### config.mk
export PLATFORM = sky130hd
export DESIGN_NAME = fmlbrg_tagctl
export DESIGN_NICKNAME = d
export VERILOG_FILES = /design/src/rtl/fmlbrg_tagctl.sv
export SDC_FILE = /design/constraint.sdc
export NUM_CORES = 1
export LEC_CHECK = 0
export CAP_MARGIN = 10
export CELL_PAD_IN_SITES_DETAIL_PLACEMENT = 2
export CELL_PAD_IN_SITES_GLOBAL_PLACEMENT = 2
export CORE_UTILIZATION = 25
export DETAILED_ROUTE_END_ITERATION = 8
export PLACE_DENSITY = 0.87
export SETUP_SLACK_MARGIN = 0.3
export SYNTH_ARGS = -nofsm -noshare
export SYNTH_HDL_FRONTEND = slang
export SYNTH_SLANG_ARGS = --single-unit
### constraint.sdc
create_clock -name sys_clk -period 2.1 [get_ports sys_clk]
set_clock_uncertainty 0.1 [all_clocks]
set_input_delay 0.315 -clock sys_clk [delete_from_list [all_inputs] [get_ports sys_clk]]
set_output_delay 0.315 -clock sys_clk [all_outputs]
set_load 0.02 [all_outputs]
### src/rtl/fmlbrg_tagctl.sv
// fmlbrg_tagctl: tag lookup, write-back/refill burst sequencing and tag update for the FML bridge
module fmlbrg_tagctl #(
  parameter int fml_depth = 26,
  parameter int depth = 9,
  parameter int offset_width = 5,
  localparam int tag_width = fml_depth - depth - offset_width
) (
  input  logic                   sys_clk,
  input  logic                   sys_rst,
  input  logic                   req_stb,
  input  logic                   req_we,
  input  logic [fml_depth-1:0]   req_adr,
  output logic                   req_ack,
  output logic [depth-1:0]       tm_a,
  output logic                   tm_we,
  output logic [tag_width+1:0]   tm_di,
  input  logic [tag_width+1:0]   tm_do,
  output logic [fml_depth-1:0]   fml_adr,
  output logic                   fml_stb,
  output logic                   fml_we,
  input  logic                   fml_ack,
  output logic                   dm_re,
  output logic                   dm_we,
  output logic [1:0]             dm_beat
);
  typedef enum logic [2:0] {IDLE, TEST, EVICT, EVICT_BURST, REFILL, REFILL_BURST, UPDATE} state_t;
  state_t state;
  logic [depth-1:0] index;
  logic [depth-1:0] tm_a_q;
  logic [tag_width-1:0] tag;
  logic hit;
  logic dirty;
  logic unused_ok;
  assign index = req_adr[offset_width+depth-1:offset_width];
  assign tag = req_adr[fml_depth-1:fml_depth-tag_width];
  assign unused_ok = ^req_adr[offset_width-1:0];
  assign hit = tm_do[tag_width+1] && tm_do[tag_width-1:0] == tag;
  assign dirty = tm_do[tag_width];
  assign tm_a = (state == IDLE && !req_stb) ? tm_a_q : index;
  assign dm_re = (state == EVICT && fml_ack) || state == EVICT_BURST;
  assign dm_we = (state == REFILL && fml_ack) || state == REFILL_BURST;
  always_ff @(posedge sys_clk) begin
    if (sys_rst) begin
      state <= IDLE;
      req_ack <= 1'b0;
      tm_we <= 1'b0;
      tm_di <= '0;
      fml_stb <= 1'b0;
      fml_we <= 1'b0;
      fml_adr <= '0;
      dm_beat <= 2'd0;
      tm_a_q <= '0;
    end else begin
      req_ack <= 1'b0;
      tm_we <= 1'b0;
      tm_a_q <= tm_a;
      if (dm_re || dm_we) dm_beat <= dm_beat + 2'd1;
      case (state)
        IDLE: if (req_stb) state <= TEST;
        TEST: begin
          if (hit) begin
            state <= IDLE;
            req_ack <= 1'b1;
            tm_we <= req_we && !dirty;
            tm_di <= {2'b11, tag};
          end else if (tm_do[tag_width+1] && dirty) begin
            state <= EVICT;
            fml_stb <= 1'b1;
            fml_we <= 1'b1;
            fml_adr <= {tm_do[tag_width-1:0], index, {offset_width{1'b0}}};
          end else begin
            state <= REFILL;
            fml_stb <= 1'b1;
            fml_we <= 1'b0;
            fml_adr <= {tag, index, {offset_width{1'b0}}};
          end
        end
        EVICT: if (fml_ack) begin
          state <= EVICT_BURST;
          fml_stb <= 1'b0;
        end
        EVICT_BURST: if (dm_beat == 2'd3) begin
          state <= REFILL;
          fml_stb <= 1'b1;
          fml_we <= 1'b0;
          fml_adr <= {tag, index, {offset_width{1'b0}}};
        end
        REFILL: if (fml_ack) begin
          state <= REFILL_BURST;
          fml_stb <= 1'b0;
        end
        REFILL_BURST: if (dm_beat == 2'd3) begin
          state <= UPDATE;
          tm_we <= 1'b1;
          tm_di <= {2'b10, tag};
        end
        UPDATE: state <= TEST;
        default: state <= IDLE;
      endcase
    end
  end
endmodule

# After elaboration in Yosys (flattened, before gate mapping)
# Index checks and enable logic that the tools add are counted.
totals:
  regBits: 58
  input_bits: 45
  out_inout_bits: 57
  word_cells: 76
classes:
  addsub: 1
  n_eq_ne: 16
  mux: 28
  bitwise: 1
  reduce_logical: 21
op_table:
  columns: ["op", "n"]
  rows:
  - ["26-bit 2-to-1 mux", 3]
  - ["26-bit case mux with 2 select lines", 1]
  - ["14-bit 2-to-1 mux", 2]
  - ["14-bit case mux with 2 select lines", 1]
  - ["3-bit 2-to-1 mux", 7]
  - ["3-bit case mux with 7 select lines", 1]
  - ["12-bit equality test", 1]
  - ["2-bit != test (second input constant)", 5]
  - ["3-bit equality test (second input constant)", 3]
  - ["1-bit 2-to-1 mux", 9]
  - ["9-bit 2-to-1 mux", 1]
  - ["3-bit by 2-bit equality test with 1-bit output (second input constant)", 2]
  - ["1-bit logical AND", 6]
  - ["2-bit by 1-bit != test with 1-bit output (second input constant)", 3]
  - ["3-bit AND reduction", 2]
  - ["5-bit AND reduction", 1]
  - ["1-bit case mux with 2 select lines", 2]
  - ["4-bit AND reduction", 1]
  - ["2-bit nonzero test", 2]
  - ["2-bit OR reduction", 2]
  - ["3-bit by 1-bit equality test with 1-bit output (second input constant)", 1]
  - ["3-bit zero test", 1]
  - ["1-bit logical OR", 3]
  - ["1-bit case mux with 3 select lines", 1]
  - ["other kinds (5)", 6]

# Depth between registers and ports, before layout
depth:
  ltp_word: 4
  depth_mapped: 7
  depth_no_buf: 5

# Worst setup path after synthesis
# OpenSTA, ideal clock, no wires.
synth_timing:
  path_kind: "reg-to-output"
  from: "reg state[2]"
  to: "out tm_a[0]"
  arrival_ns: 1.380
  t_required_ns: 1.685
  setup_slack_ns: 0.305
  stages_incl_launch_ff: 4
  n_path_buf: 1
  cell_sequence: "dfxtp_1 buf_6 nor4_4 mux2_2"
synth_via:
  elab_chain_cells: 3
synth_rtl:
  columns: ["item", "line_no", "text"]
  rows:
  - ["from (decl)", "27", "state_t state;"]
  - ["from (signal assigned)", "44", "state <= IDLE;"]
  - ["from (signal assigned)", "59", "IDLE: if (req_stb) state <= TEST;"]
  - ["from (signal assigned)", "62", "state <= IDLE;"]
  - ["3-bit zero test", "39", "assign tm_a = (state == IDLE && !req_stb) ? tm_a_q : index;"]
  - ["1-bit logical AND", "39", null]
  - ["9-bit 2-to-1 mux", "39", null]
  - ["to (decl)", "14", "output logic [depth-1:0] tm_a,"]
# Every way passes these cells.

# Worst setup path after layout
layout_timing:
  from: "reg state[1]"
  to: "out tm_a[1]"
# Same word-level chain as after synthesis.

==> flow_summary_export.csv <==
group,metric,value,unit
cts,worst_skew_pair.late_latency,0.32,ns
synthesis,synthesis_stage_register_bit_count,53,
cts,clkSinkCount,53,
grt,gr-usage-all-layers,0.2132,
setup_path,start_kind,"flop",
grt,total_gr_overflow,0,
route,drt_iter0_drc,74,
synthesis,ys_seq_area_frac,0.4115,
route,final_wirelength,12150,um
setup_path,timing.critical_path.required,1.68,ns
timing,setup_slack,-0.09044,ns
setup_path,crit_type,"flop to primary output",
floorplanning,initial_core_util,0.2614,
setup_path,cp.arrival,1.78,ns
synthesis,yosysUniqueCellTypes,34,
grt,grt_first_pass_wirelength,17640,um
cts,root_buffer_cell,"clkbuf_8",
timing,grt_setup_unrepaired,"true",
synthesis,total_number_of_yosys_warnings,0,
synthesis,synth_area,2579,um2
grt,antenna_found_initial,0,
setup_path,cp_buf_inv_count,3,
synthesis,average_cell_area_after_synthesis,8.985,um2
run,timing.max_cap.violations,0,
floorplanning,fp.dieArea,10720,um2
grt,largest_net_degree_at_the_start_of_global_routing,66,
floorplanning,core.rowCount,36,
floorplanning,die_w,103.6,um
cells_and_area,layout-drive-gt1-share,0.3555,
floorplanning,num_io_pins,102,
route,drt.antenna.violating_nets,0,
outcome,status,"complete, but fails checks",
cts,cts-buffers-inserted,5,
cells_and_area,area_growth,69.68,%
synthesis,synth_top_area_cell,"dfxtp_1",
outcome,violations,"negative setup slack",
cells_and_area,antenna_cells_inserted,0,
setup_path,worst_setup_ep_type,"primary output",
setup_path,critical_path.cell_chain,"nor4_4 > buf_4 > clkbuf_16 > mux2_4 > buf_6",
timing,final_max_slew_viol_count,0,
synthesis,synthTopCellsByArea,"dfxtp_1 41%, nand2b_1 6.3%, a21oi_1 5.2%",
worst_hold_path,min_path_type,"input pin to flop",
cells_and_area,design.final.nets,467,
setup_path,cp_slowest_stage_delay,0.35,ns
cts,max-clock-path-buffers,2,
place,post_dp_cell_area,3864,um2
setup_path,worst-path-max-fanout,5,
timing,max_freq,456.5,MHz
timing,post-route-period-util,1.043,
cts,post_cts_hold_buffer_count,0,
setup_path,cp_top_family,"buffers and inverters",
cts,cts_tree,"done",
synthesis,synth_ff_type,"dfxtp_1",
power,max-vdd-ir-drop,0.0003900,V
setup_path,critical_path.slowest_cell,"dfxtp_2",
timing,period_minus_slack,2.190,ns
place,portBuffers,91,
setup_path,cp-startpoint,"state[1]$_SDFFE_PP0P_",
place,place_hpwl,7393,um
power,power_density,953.7,nW/um2
route,via_count,2739,
route,post_drt_wl_per_cell,21.88,um
synthesis,synth.most_common_cell,"dfxtp_1",
timing,holdWs,0.2076,ns
route,detailedRoute.firstPassIterationCount,4,
synthesis,synth.top_cells.by_count,"53 x dfxtp_1, 27 x a21oi_1, 26 x nand2b_1",
synthesis,yosys.area.top_type_share,0.4115,
place,globalplace.congestion,0.8756,
floorplanning,die_height,103.6,um
setup_path,rr_startpoint,"dm_beat[1]$_SDFFE_PP0P_",
power,power.leakage,0.001887,uW
cts,htree_num_levels,2,
route,drc_violations_left,0,
timing,finalSetupViolCount,9,
floorplanning,floorplan.core_area,9864,um2
cells_and_area,postLayoutCellArea,4375,um2
grt,first_global_vias,3015,
cts,cts.reportedPaths.clkPinSlew,0.11,ns
timing,report.final.hold_viol_count,0,
route,avgViaCountPerCell,4.935,
synthesis,asyncSetResetFlopFracSynth,0,
worst_hold_path,timing.hold.worst.start,"tm_do[8]",
synthesis,postSynthCellCount,287,
synthesis,synth_edf_count,0,
through the flow:
stage / power (uW) / utilization / worst slack, ns / std cells / TNS [ns]
after floorplan: 2273 / - / 0.3046 / 291 / 0
after global placement: 3002 / 0.3917 / -0.3666 / 527 / -8.574
after detailed placement: 3103 / 0.3917 / -0.5060 / 527 / -12.34
after CTS: 3904 / 0.4278 / -0.03959 / 543 / -0.1746
after global routing: 4374 / 0.4436 / -0.1258 / 555 / -1.062
final: 4173 / 0.4436 / -0.09044 / 555 / -0.7205
cell families after synthesis:
kind of cell,count (synthesis),share of synthesized area
AO/OA/AOI/OAI,58,0.1354
XOR/XNOR,14,0.04755
adder cells (fa/ha/maj),1,0.004851
buffers and inverters,29,0.05920
flip-flops,53,0.4115
multiplexers,21,0.08588
other,1,0.001454
AND/OR/NAND/NOR,110,0.2542
power breakdown:
part | total [uW] | internal, uW | switching [uW]
clock network | 626 | 242 | 384
registers | 1360 | 1210 | 156
logic | 2180 | 1050 | 1140
total | 4170 | 2500 | 1680
registers in the layout, summed over array words and instances, names as in the netlist:
| signal | flops |
|---|---|
| fml_adr | 21 |
| tm_di | 14 |
| tm_a_q | 9 |
| state | 3 |
| dm_beat | 2 |
| fml_stb | 1 |
| fml_we | 1 |
| req_ack | 1 |
| tm_we | 1 |
layer usage:
layer	GRT usage	wire (um)
met2	0.4161	6635
met5	0	0
met3	0.04154	520
met1	0.2346	4735
met4	0.04658	254
repair_timing:
action / 4_1_cts / 5_1_grt
gates resized for setup: 122 / 78
endpoints found under the hold margin: 0 / 0
setup endpoints to repair: 51 / 48
gates cloned: 3 / 1
buffers inserted: 5 / 11
pin swaps: 17 / 22
cell type report:
type,count,area (um2)
fill,1039,5489
clock inverter,3,25.02
inverter,2,7.507
sequential,53,1071
multi-input combinational,209,1628
tap,133,166.4
timing repair buffer,150,1409
clock buffer,5,68.82
cells in the final DEF (no fill, tap or decap), types with 3 or more instances in the layout:
cell type         n
mux2i_1          11
dlygate4sd2_1     3
nand3_1          24
nand4_1           5
a311oi_2          4
dfxtp_1          49
and4_1            4
buf_6            15
clkdlybuf4s50_1  52
o21ai_0          14
a21oi_1          23
buf_4            45
xnor2_2          12
buf_12            4
and2b_1           9
nand2b_1         26
nor2b_1           3
clkbuf_2         20
nor2_1            4
nand2_1          14
conb_1            5
mux2_4            9
clkbuf_8          5
a311oi_1          8
nand2_2           4
tightest hold or removal path, stage by stage:
cell and delay (ns):
clkbuf_2 0.12, nand3_1 0.07, a311oi_1 0.08
path summary, 6_finish.rpt:
path / slack, ns / to / cells past startpoint
min reg2reg: 0.39 / tm_di[13]$_SDFFE_PP0P_ / 2
max reg2reg: 0.33 / fml_adr[11]$_SDFFE_PP0P_ / 7
min: 0.21 / fml_adr[22]$_SDFFE_PP0P_ / 3
max: -0.09 / tm_a[1] / 5
No activity file was read; power rests on OpenSTA's default activity.
